`config.mk`:
```
export PLATFORM = sky130hd
export DESIGN_NAME = pending_encoder_32x5
export DESIGN_NICKNAME = d
export VERILOG_FILES = /design/src/rtl/pending_encoder_32x5.sv
export SDC_FILE = /design/constraint.sdc
export NUM_CORES = 1
export LEC_CHECK = 0
export ABC_AREA = 1
export CELL_PAD_IN_SITES_DETAIL_PLACEMENT = 0
export CELL_PAD_IN_SITES_GLOBAL_PLACEMENT = 1
export CORE_MARGIN = 8
export CORE_UTILIZATION = 27
export DETAILED_ROUTE_END_ITERATION = 16
export GPL_TIMING_DRIVEN = 1
export HOLD_SLACK_MARGIN = 0.1
export PLACE_DENSITY = 0.8
export SLEW_MARGIN = 5
export SYNTH_ARGS = -nofsm -noshare
export SYNTH_HDL_FRONTEND = slang
export SYNTH_SLANG_ARGS = --single-unit
```
`constraint.sdc`:
```
create_clock -name clk_i -period 2.14 [get_ports clk_i]
set_input_delay 0.214 -clock clk_i [delete_from_list [all_inputs] [get_ports clk_i]]
set_output_delay 0.214 -clock clk_i [all_outputs]
set_load 0.05 [all_outputs]
```
`src/rtl/pending_encoder_32x5.sv`:
```
// Sticky 32-line request collector with registered lowest-index priority grant and ACK handshake.
// A grant is held until ACK; only then is the serviced pending bit cleared.
module pending_encoder_32x5 #(
    parameter int unsigned WIDTH = 32,
    parameter int unsigned IDX_W = 5
) (
    input  logic             clk_i,
    input  logic             rst_i,
    input  logic [WIDTH-1:0] req_i,
    input  logic [WIDTH-1:0] mask_i,
    input  logic             ack_i,
    output logic [IDX_W-1:0] idx_o,
    output logic             valid_o,
    output logic [WIDTH-1:0] pending_o
);

    generate
        if (WIDTH != (32'd1 << IDX_W)) begin : g_width_check
            $error("pending_encoder_32x5: WIDTH must equal 2**IDX_W");
        end
    endgenerate

    typedef enum logic {
        ST_IDLE    = 1'b0,
        ST_PRESENT = 1'b1
    } state_e;

    state_e           state_q;
    logic [IDX_W-1:0] idx_q;
    logic             valid_q;
    logic [WIDTH-1:0] pending_q;
    logic [WIDTH-1:0] pending_d;
    logic [WIDTH-1:0] eligible_c;
    logic [WIDTH-1:0] clr_c;
    logic [IDX_W-1:0] sel_c;
    logic             any_c;

    // Lowest-index eligible line; scanning downward lets the lowest match win.
    always_comb begin
        eligible_c = pending_q & mask_i;
        any_c      = |eligible_c;
        sel_c      = '0;
        for (int i = WIDTH - 1; i >= 0; i--) begin
            if (eligible_c[i]) begin
                sel_c = IDX_W'(i);
            end
        end
    end

    // A new request on the line being acknowledged survives the clear.
    always_comb begin
        clr_c     = (valid_q && ack_i) ? (WIDTH'(1) << idx_q) : '0;
        pending_d = (pending_q & ~clr_c) | req_i;
    end

    always_ff @(posedge clk_i or posedge rst_i) begin
        if (rst_i) begin
            state_q   <= ST_IDLE;
            idx_q     <= '0;
            valid_q   <= 1'b0;
            pending_q <= '0;
        end else begin
            pending_q <= pending_d;
            case (state_q)
                ST_IDLE: begin
                    if (any_c) begin
                        idx_q   <= sel_c;
                        valid_q <= 1'b1;
                        state_q <= ST_PRESENT;
                    end
                end
                ST_PRESENT: begin
                    if (ack_i) begin
                        valid_q <= 1'b0;
                        state_q <= ST_IDLE;
                    end
                end
                default: begin
                    valid_q <= 1'b0;
                    state_q <= ST_IDLE;
                end
            endcase
        end
    end

    assign idx_o     = idx_q;
    assign valid_o   = valid_q;
    assign pending_o = pending_q;

endmodule

```
==> results.txt, run 1 <==
The share of the Yosys chip area taken by registers is 46.6%. Headroom to the max-slew limit came out at 61.3%. Type of the worst setup path: reg -> reg. The final-stage net count is 480. The longest individual stage delay on the worst path was 0.41 ns.

The core box area came out at 7610 sq um. The clock net in this run drives a total of 39 sinks. Compared with the post-synthesis result, the final layout area differs by 61.8%.

The highest routing layer actually used is met4. The library cell occupying the most area in the post-synthesis netlist is dfrtp_1. The global-route congestion overflow total was 0. The HPWL after detailed placement is 6.12 mm, and the wire length the detailed router placed on met1 is 3.43 mm. The run gives 2 as the largest buffer count on any clock path.

For the wire length of the first global-routing pass, the log shows 12.3 mm. The fraction of post-synthesis cell area in the top cell type by area came out at 46.6%. Setup repair after global routing could not meet its margin everywhere. Prior to clock tree synthesis, the placed netlist has a worst setup slack of -0.280 ns.

The run gives 508 as the cell total after placement. STA classifies the critical path startpoint as a flip-flop. For the number of optimization iterations in the first detailed-route pass, the log shows 5. The starting density of the core is 27.5%, and the post-synthesis register bit count is 39. The repair_antennas step left the layout with diodes totalling 0. The logs give 3390 sq um for the cell area after layout and 0 for the count of nets left with antenna violations after detail routing. The run finished, with violations left. The cell sitting at the root of the clock tree is a clkbuf_8. After layout, the minimum clock period comes to 2.15 ns. After synthesis the cells add up to 2090 sq um. The final reports fail on negative setup slack. The run gives -0.00913 ns as the minimum setup slack in the final design.

After synthesis, the mean cell area works out to 7.01 sq um. The total routed wirelength was 7.47 mm. By instance count, the cell type seen most on the critical path is nand2_1. The most critical setup path has its startpoint at pending_o[31]$_DFF_PP0_. The final critical path takes up 100% of the cycle. TritonCTS built the clock tree. The total I/O pin count was 105; the highest clock frequency the design can meet was 465 MHz. On the final layout, the worst clock skew is 0.00766 ns. STA puts the critical path data required time at 2.32 ns.

The run gives 0 as the number of DRC violations after detailed routing. The number of nets in the synthesized netlist is 366. Buffers inserted during clock tree synthesis total 5. The post-layout utilization of the core came out at 44.6%. Across every metal layer, demand over resource in global routing totals 14.1%.

The logs give 3.39 mm for the wire length on met2 and 2.33 ns for the data arrival at the endpoint of the critical path. For the level count of the clock H-tree, the log shows 2. The worst setup path is captured at a flip-flop. The transition at the pin with the smallest max-transition slack was 0.579 ns. The worst-path cell with the longest stage delay was dfrtp_2. The Yosys step of the flow raised 0 warnings. Pin count of the biggest net entering global routing: 40. Initial antenna violation count: 0. The number of maximum-capacitance constraint violations came out at 0. The via count came out at 2219.

The count of input and output buffers is 104. The worst flop-to-flop path startpoint was pending_o[31]$_DFF_PP0_. The via density per instance was 4.30. The worst min-delay path category is in -> async. The count of fill cells added during filler insertion was 808. Along the worst path, the maximum fanout reaches 2.

The placed instances occupy a cell area of 3310 sq um. The gate count of the mapped netlist is 299. Across the VDD grid, the largest voltage drop is 0.256 mV. After detailed routing, the average wire length per cell comes to 14.5 microns. The placer's final routability congestion estimate was 0.834. The floorplan row count is 32, and the number of pins exceeding their max-slew limit in the final report is 0. The floorplan step defined a die boundary enclosing 10800 sq um. In this run the static leakage power is 1.48 nW. After synthesis, the cell types taking the most area are dfrtp_1 47%, nand2_1 21%, o21ai_0 7.9%. The vertical die dimension was 104 microns; the non-filler instance count after layout was 516.

Post-CTS setup buffer count: 0. The final hold violation count came out at 0. Power density over cell area: 681 nW/um^2.

For the iteration-0 DRC count of the detailed router, the log shows 89. Measured along the x axis, the die boundary spans 104 microns. After clock tree synthesis, the clock-pin slew on the worst setup and hold paths is 0.07 ns. For the clock insertion delay at the later pin of the skew report, the log shows 0.29 ns.

For the number of global-route vias before repair, the log shows 2338. The number of setup violations in the final report is 1. The tools report the number of distinct library cells after synthesis as 18. Of the cells placed in the final design, the portion with a size suffix greater than 1 is 7.97%. Detailed routing placed a total of 597 microns of wire on met3.
[worst max-delay path: cells and delay by family, from the launching register on]
kind	cells	cell delay, ns
buffers and inverters	1	0.04
flip-flops	1	0.41
AND/OR/NAND/NOR	33	1.59
[power breakdown]
group          total [mW]  switching, mW  internal, mW
logic               0.922          0.590         0.332
clock network       0.485          0.256         0.229
registers           0.901         0.0948         0.806
total                2.31          0.942          1.37
[cell usage in the layout (no fill, tap or decap), drive strengths merged]
cell	n
nand2	132
nor2	23
o22ai	1
nand3	1
a21oi	4
clkinv	2
o21ai	35
clkbuf	7
buf	7
o31ai	2
nand4	10
clkdlybuf4s50	104
inv	42
a31oi	2
nor3	3
dfrtp	39
[layout make-up]
class | instances | area, sq um | area share, %
clock inverters | 1 | 5.00 | 0.148
flip-flops and latches | 39 | 981 | 28.9
multi-input cells | 213 | 945 | 27.9
clock buffers | 7 | 76.3 | 2.25
well taps | 102 | 128 | 3.77
inverters | 43 | 161 | 4.76
repair buffers | 111 | 1090 | 32.3
[repair_timing]
item                       in CTS  in global routing
resized for setup               1                  0
hold buffers                    0                  0
setup endpoints to repair       1                  1
[flip-flops by register name (all words and copies together), names as in the netlist]
name / count
idx_o: 5
pending_o: 32
state_q: 1
valid_o: 1
[cells by family after synthesis]
family                 share of synthesized area (%)
AOI/OAI and AO/OA                               11.1
buffers and inverters                           8.42
DFF                                             46.6
and+or+nand+nor                                 33.9
[path summary, 6_finish.rpt]
kind	end	slack (ns)	cells after the start
hold reg to reg	valid_o$_DFFE_PP0P_	0.50	1
min in group clk_i	pending_o[12]$_DFF_PP0_	0.44	3
hold / removal	pending_o[2]$_DFF_PP0_	0.35	3
setup / recovery	idx_o[0]$_DFFE_PP0P_	-0.009	34
max in group asynchronous	pending_o[31]$_DFF_PP0_	1.41	3
setup reg to reg	idx_o[0]$_DFFE_PP0P_	-0.009	34
[metal layers]
| metal | vias to the layer above | GRT usage, % |
|---|---|---|
| li1 | 1157 | - |
| met1 | 978 | 18.0 |
| met2 | 79 | 22.1 |
| met3 | 5 | 5.33 |
| met4 | 0 | 2.79 |
| met5 | - | 0 |
[cells in the mapped netlist]
master,count
a21oi_2,1
clkinv_1,1
dfrtp_1,39
nand2_2,12
o21ai_1,2
nand2_1,118
a31oi_1,2
nor3_1,3
inv_1,42
nand4_1,10
nor2_1,23
o31ai_1,2
nand3_1,1
o22ai_1,1
o21ai_0,33
clkbuf_1,4
a21oi_1,3
nand2_4,2
[stage by stage]
| step | hold WS (ns) | TNS, ns | power (mW) |
|---|---|---|---|
| floorplan | 0.299 | -0.00899 | 1.43 |
| global placement | 0.470 | -0.242 | 1.83 |
| detailed placement | 0.487 | -0.280 | 1.84 |
| CTS | 0.367 | -0.0429 | 2.34 |
| global route | 0.415 | -0.474 | 2.46 |
| finish | 0.352 | -0.00913 | 2.31 |
No activity file was read; power rests on OpenSTA's default activity.
==> run 2, diff against run 1 <==
--- a/config.mk
+++ b/config.mk
@@ -15,5 +15,5 @@
 export HOLD_SLACK_MARGIN = 0.1
 export PLACE_DENSITY = 0.8
-export SLEW_MARGIN = 5
+export SLEW_MARGIN = 15
 export SYNTH_ARGS = -nofsm -noshare
 export SYNTH_HDL_FRONTEND = slang
==> constraint.sdc (replaced) <==
create_clock -name clk_i -period 2.14 [get_ports clk_i]
set_input_delay 0.214 -clock clk_i [delete_from_list [all_inputs] [get_ports clk_i]]
set_output_delay 0.214 -clock clk_i [all_outputs]
set_load 0.1 [all_outputs]
==> run 2 against run 1 <==
Compared with the run above:
- the flow still finishes with violations (negative setup slack)
- critical endpoint unchanged
- combinational power is 24% higher
- register-to-register slack got worse by 0.04 ns
- sequential share of layout area increased by 0.89 points
- clock power is 9.3% higher
- critical path depth stayed put
- non-clock buffer count is the same
- hold slack lost 0.019 ns
==> results.txt, run 2 (synthesized netlist as in run 1, its figures left out) <==
The flow ran to the end, but the final reports show violations. The final reports fail on negative setup slack. In the layout the commonest cells are 116 x nand2_1, 66 x clkdlybuf4s50_1, 45 x buf_4. The critical path in this run is classified as reg -> reg. Summed over all cells, the static leakage comes to 1.49 nW. The die is 104 microns wide. The tightest hold path in the finished design has a slack of 0.333 ns. Across the run, the number of max-cap violations was 0. Clock tree synthesis found a total of 39 sinks.

In this run the worst path has a maximum fanout of 2. The level count of the clock H-tree is 2, and the transition at the pin with the smallest max-transition slack is 0.590 ns. The run gives 14.3% as the aggregate global-route resource usage. The power density over cell area works out to 774 nW/um^2. The number of pins exceeding their max-slew limit in the final report is 0, and the average detailed-routed wire length per instance is 14.7 microns.

The final hold violation count is 0, and the count of input and output buffers is 104. In this run, the clock network consumes 20.6% of the power. The via density per instance works out to 4.35. The core box area was 7610 sq um. The proportion of power drawn by combinational gates was 44.3%. For the HPWL after detailed placement, the log shows 6.23 mm. STA puts the critical path data required time at 2.33 ns. The most numerous cell on the critical path was nand2_1. The placer's final routability congestion estimate was 0.817. After filler insertion, the fill cell instance count of the layout stands at 827. The worst register-to-register path ends at idx_o[0]$_DFFE_PP0P_.

The register with the most flip-flops in the layout has 32 of them. The worst setup path is launched from a flip-flop. The count of nets left with antenna violations once routing finished came out at 0.

The tools report the total I/O pin count as 105. The tools report the number of setup violations in the final report as 1. For this run, the slowest stage of the critical path takes 0.49 ns. The area growth from synthesis to layout is 58.6%. The run gives 0 as the initial antenna violation count. The highest clock frequency the design can meet came out at 458 MHz.

In the final layout, the share of cells above drive strength 1 is 18.8%. TritonCTS created 5 clock buffers. The path class of the tightest hold or removal check is in -> async. Of the total power, the share spent switching nets is 46.6%.

Minimum setup slack in the final design: -0.0455 ns. The floorplan step defined a die boundary enclosing 10800 sq um. The floorplan row count came out at 32.

The clock insertion delay at the later pin of the skew report was 0.29 ns. The maximum VDD drop is 0.309 mV, and the wire length of the first global-routing pass is 12.4 mm. The via count is 2247. Counting cells, the worst reg-to-reg path comes to 34. Data arrival at the endpoint of the critical path: 2.38 ns. The tools report the category of the worst setup path capture point as a flip-flop. Wires add up to 7.58 mm.

The share of total power dissipated in sequential elements is 35.1%. Setup repair after global routing could not meet its margin everywhere. The post-CTS clock slew at the launch and capture registers of the worst setup and hold paths was 0.08 ns; the reg2reg setup slack was -0.05 ns.

Commonest non-fill, non-tap cell in the layout: nand2_1. The longest clock path from root to sink contains 2 buffers. The design draws 2.57 mW. The cell sitting at the root of the clock tree is a clkbuf_8. The starting density of the core was 27.5%.

The run gives 99 as the iteration-0 DRC count of the detailed router. Counting I/O delays and the setup requirement, the final critical path takes 2.19 ns. Cell internal power dissipation: 1.37 mW. Entering global routing, the biggest net connects 40 pins. TritonCTS built the clock tree.

Before antenna repair, the detailed router went through 4 iterations. Vertical die dimension: 104 microns. 0 antenna diodes ended up in the layout. The worst flop-to-flop path startpoint was pending_o[31]$_DFF_PP0_. The run gives 0.00682 ns as the worst-case clock skew.

For the global-route congestion overflow total, the log shows 0. The slowest stage of the critical path belongs to the cell dfrtp_4. The worst-case headroom to the max-slew limit was 60.6%; the number of global-route vias before repair was 2489.

The post-route clock period utilization is 102%. In the routed design, unresolved DRC markers number 0. The cell total after placement is 508, and the power spent charging and discharging nets is 1.20 mW. The non-filler instance count after layout is 516.

In the final design database the tool counted 480 nets.
## run 2: worst max-delay path: cells and delay by family, from the launching register on
| kind | cells | cell delay (ns) |
|---|---|---|
| buffers and inverters | 1 | 0.03 |
| AND/OR/NAND/NOR | 33 | 1.58 |
| flip-flops | 1 | 0.49 |
## run 2: area by class of cell
type	count	area, sq um	area share (%)
flip-flops and latches	39	991	29.8
clock buffers	7	86.3	2.60
well taps	102	128	3.84
clock inverters	1	5.00	0.151
multi-input cells	213	952	28.7
inverters	43	161	4.86
repair buffers	111	998	30.1
## run 2: stage by stage
| step | cell area (sq um) | setup WS [ns] | setup TNS (ns) | util [%] |
|---|---|---|---|---|
| after CTS | 3310 | -0.0844 | -0.0844 | 43.6 |
| after global placement | 3220 | -0.243 | -0.243 | 42.4 |
| after detailed placement | 3220 | -0.264 | -0.264 | 42.4 |
| after global routing | 3320 | -0.481 | -0.481 | 43.7 |
| after floorplan | 2110 | -0.168 | -0.168 | - |
| final | 3320 | -0.0455 | -0.0455 | 43.7 |
## run 2: worst max-delay path by stage
stage	start	endpoint	slack (ns)
floorplan	pending_o[31]$_DFF_PP0_	idx_o[0]$_DFFE_PP0P_	-0.17
global placement	mask_i[30]	idx_o[0]$_DFFE_PP0P_	-0.24
detailed placement	mask_i[30]	idx_o[0]$_DFFE_PP0P_	-0.26
CTS	pending_o[31]$_DFF_PP0_	idx_o[0]$_DFFE_PP0P_	-0.08
global route	pending_o[31]$_DFF_PP0_	idx_o[0]$_DFFE_PP0P_	-0.48
finish	pending_o[31]$_DFF_PP0_	idx_o[0]$_DFFE_PP0P_	-0.05
## run 2: power by group through the flow
stage          combinational, mW  clock, mW  sequential [mW]
6_report                    1.14      0.530            0.903
2_1_floorplan              0.327          0             1.33
3_5_place_dp                1.15          0            0.914
5_1_grt                     1.23      0.578            0.914
3_3_place_gp                1.14          0            0.909
4_1_cts                     1.15      0.547            0.899
## run 2: repair_timing
item	4_1_cts	5_1_grt
setup endpoints to repair	1	1
gates resized for setup	0	3
pin swaps	0	0
buffers inserted	0	0
hold buffers	0	0
## run 2: per-layer routing
| layer | routed length [microns] | global-route usage (%) | part of all wire (%) | up-vias |
|---|---|---|---|---|
| li1 | - | - | - | 1160 |
| met1 | 3490 | 17.7 | 46 | 1017 |
| met2 | 3600 | 23.6 | 48 | 64 |
| met3 | 428 | 4.52 | 5.6 | 6 |
| met4 | 57 | 3.10 | 0.75 | 0 |
| met5 | 0 | 0 | 0 | - |
==> run 3, diff against run 2 <==
CORE_UTILIZATION = 42   (was 27)
DONT_BUFFER_PORTS = 1   (was unset)
PLACE_DENSITY = 0.81   (was 0.8)
==> run 3 against run 2 <==
Compared with the run above:
- the run still ends with negative setup slack left
- maximum frequency is 2.8% lower
- setup slack worse by 0.063 ns
- sequential power shrank 2%
- largest cell class is now sequential cells
- core utilization is 17 points higher
==> results.txt, run 3 (synthesized netlist as in run 1, its figures left out) <==
The flow ran to the end, but the final reports show violations. The final reports fail on negative setup slack. For the global-route congestion overflow total, the log shows 0. In this run the critical register-to-register path is launched from pending_o[31]$_DFF_PP0_. Total buffers and inverters traversed by the critical path: 1.

The iteration-0 DRC count of the detailed router is 103. With fillers left out, the area of the finished cells amounts to 2900 sq um. The logs give 2.42 mW for the sum of internal, switching and leakage power and 2148 for the via count. The busiest metal layer after global routing was met2. Share of post-route cells with drive strength above 1: 18.6%. The tools report the sort of element at the start of the critical path as a flip-flop.

Global routing consumed, over all layers together, 18.4% of the routing resources. Number of global-route vias before repair: 2167. For flop-to-flop paths, the worst setup slack is -0.11 ns. The tools report the number of pins exceeding their max-slew limit in the final report as 0. The run gives 0 as the post-CTS setup buffer count.

The floorplan step defined a die boundary enclosing 7500 sq um. For the minimum setup slack in the final design, the log shows -0.109 ns. For met2 alone, demand over resource in global routing was 31.5%. The wire length of the first global-routing pass is 10.8 mm, and the standby leakage power is 1.34 nW. After clock tree synthesis, the clock-pin slew on the worst setup and hold paths is 0.08 ns.

Initial antenna violation count: 0. Row generation in the floorplan step produced 25 rows. The longest individual stage delay on the worst path was 0.50 ns. For the worst setup path, the data arrival time is 2.43 ns.

For the final database, setup skew stands at 0.00818 ns. For the pin with the worst max-slew slack, the measured transition is 0.580 ns. In this run the tool buffered the top-level ports with 0 buffer cells.

The H-tree was split into 2 levels. In the routed design, unresolved DRC markers number 0. The worst min-delay path category was in -> reg. Counting the fill cells in the layout gives 465.

In the final layout, the multi-input gates occupy 950 sq um. The run gives 20.6% as the met1 track demand over resource. The most numerous cell on the critical path was nand2_1.

The worst setup path is of the reg -> reg kind. The global routing met3 resource utilization came out at 7.84%. The share of total power dissipated in combinational logic is 43.5%.

The later pin in the worst-skew pair is clocked with a latency of 0.29 ns. On the critical path, the stage with the largest delay is an instance of dfrtp_4. The via density per instance works out to 4.85. Total CTS buffers: 5. The register with the most flip-flops in the layout has 32 of them. Detailed placement ended at an HPWL of 5.25 mm.

After layout, the worst path uses 105% of the clock period. For the power spent charging and discharging nets, the log shows 1.15 mW. The average detailed-routed wire length per instance is 15.2 microns, and the depth of the worst register-to-register path is 34.

The vertical die dimension is 86.6 microns, and the cell internal power dissipation is 1.27 mW. The library cells used most frequently in the layout, excluding fill and tap cells, are 117 x nand2_1, 41 x inv_1, 39 x buf_4. The worst hold path was traced through 3 stages.

The commonest non-fill, non-tap cell in the layout was nand2_1. The floorplan step defined a core boundary enclosing 4750 sq um. The final layout contains 442 nets. The worst-case IR drop observed on VDD is 0.406 mV. Number of maximum-capacitance constraint violations: 0.

Number of setup violations in the final report: 1. Net switching is 47.7% of the power. Data on the critical path is required at its endpoint by 2.33 ns. TritonCTS built the clock tree. The tools report the highest clock frequency the design can meet as 445 MHz.

The tools report the largest buffer count on any clock path as 2. End of the worst register-to-register path: idx_o[0]$_DFFE_PP0P_. The clock net in this run drives a total of 39 sinks. The run gives 44.1% as the starting density of the core. For this block, the routed nets add up to 6.73 mm of wire.

The count of nets left with antenna violations once routing finished came out at 0. The run gives 61.2% as the worst-case headroom to the max-slew limit. STA classifies the critical path endpoint as a flip-flop. The antenna diode count is 0, and the sequential fraction of design power is 36.6%. The startpoint identified for the worst hold timing path is mask_i[0]. For the finished layout, the period the worst path requires is 2.25 ns. For the final hold violation count, the log shows 0. The die is 86.6 microns wide.

The cell family contributing the most delay on the critical path is simple AND/OR/NAND/NOR gates. The share of power burned in the clock network was 19.9%. The tools report the instance area at placement as 2470 sq um. The sequential cells in the finished layout cover a total of 991 sq um. The run gives 105 as the total I/O pin count. The first TritonRoute pass finished after 4 iterations.

Setup repair after global routing could not meet its margin everywhere. Across all hold checks on the routed design, the worst slack comes to 0.103 ns. The capture endpoint of the worst hold path is idx_o[0]$_DFFE_PP0P_.

The power density over cell area is 834 nW/um^2. The run gives 40 as the pin count of the biggest net entering global routing. The master cell of the clock root buffer was clkbuf_8. Of all nets on the critical path, the largest fanout is 2. The congestion estimate from routability-driven global placement came to 0.880. Compared with the post-synthesis result, the final layout area differs by 38.5%.
[run 3: area by class of cell]
class                   count  share of cell area, %
clock inverters             1                  0.173
well taps                  67                   2.89
clock buffers               7                   2.63
flip-flops and latches     39                   34.2
inverters                  43                   5.57
repair buffers             73                   21.8
multi-input cells         213                   32.7
[run 3: layer usage]
metal  part of all wire, %  wire (microns)
met1                    40            2690
met2                    49            3300
met3                    10             683
met4                  0.77              52
met5                     0               0
[run 3: metrics by stage]
step                      TNS, ns  instances  setup WS, ns  util [%]
final                      -0.109        443        -0.109      61.0
after global routing       -0.414        443        -0.414      61.0
after CTS                 -0.0804        443       -0.0804      60.9
after detailed placement  -0.0547        401       -0.0547      52.0
after global placement    -0.0185        401       -0.0185      52.0
after floorplan            -0.168        299        -0.168         -
[run 3: worst register-to-register path: cells and delay by family, from the launching register on]
family / cells / cell delay [ns]
AND/OR/NAND/NOR: 33 / 1.61
buffers and inverters: 1 / 0.03
flip-flops: 1 / 0.50
[run 3: timing repair]
item / CTS / global route
endpoints found under the hold margin: 73 / 0
pin swaps: 0 / 0
hold buffers: 34 / 0
endpoints found under the setup margin: 1 / 1
gates resized for setup: 0 / 2
[run 3: power by group through the flow]
stage	clock (mW)	combinational, mW	sequential [mW]
finish	0.481	1.05	0.886
CTS	0.502	1.05	0.884
floorplan	0	0.327	1.33
global placement	0	1.00	0.898
detailed placement	0	1.00	0.899
global route	0.520	1.14	0.898
[run 3: worst max-delay path by stage]
stage	start	to	cells past startpoint
final	pending_o[31]$_DFF_PP0_	idx_o[0]$_DFFE_PP0P_	34
after global routing	pending_o[31]$_DFF_PP0_	idx_o[0]$_DFFE_PP0P_	34
after CTS	pending_o[31]$_DFF_PP0_	idx_o[0]$_DFFE_PP0P_	34
after detailed placement	pending_o[31]$_DFF_PP0_	idx_o[0]$_DFFE_PP0P_	34
after global placement	pending_o[31]$_DFF_PP0_	idx_o[0]$_DFFE_PP0P_	34
after floorplan	pending_o[31]$_DFF_PP0_	idx_o[0]$_DFFE_PP0P_	34
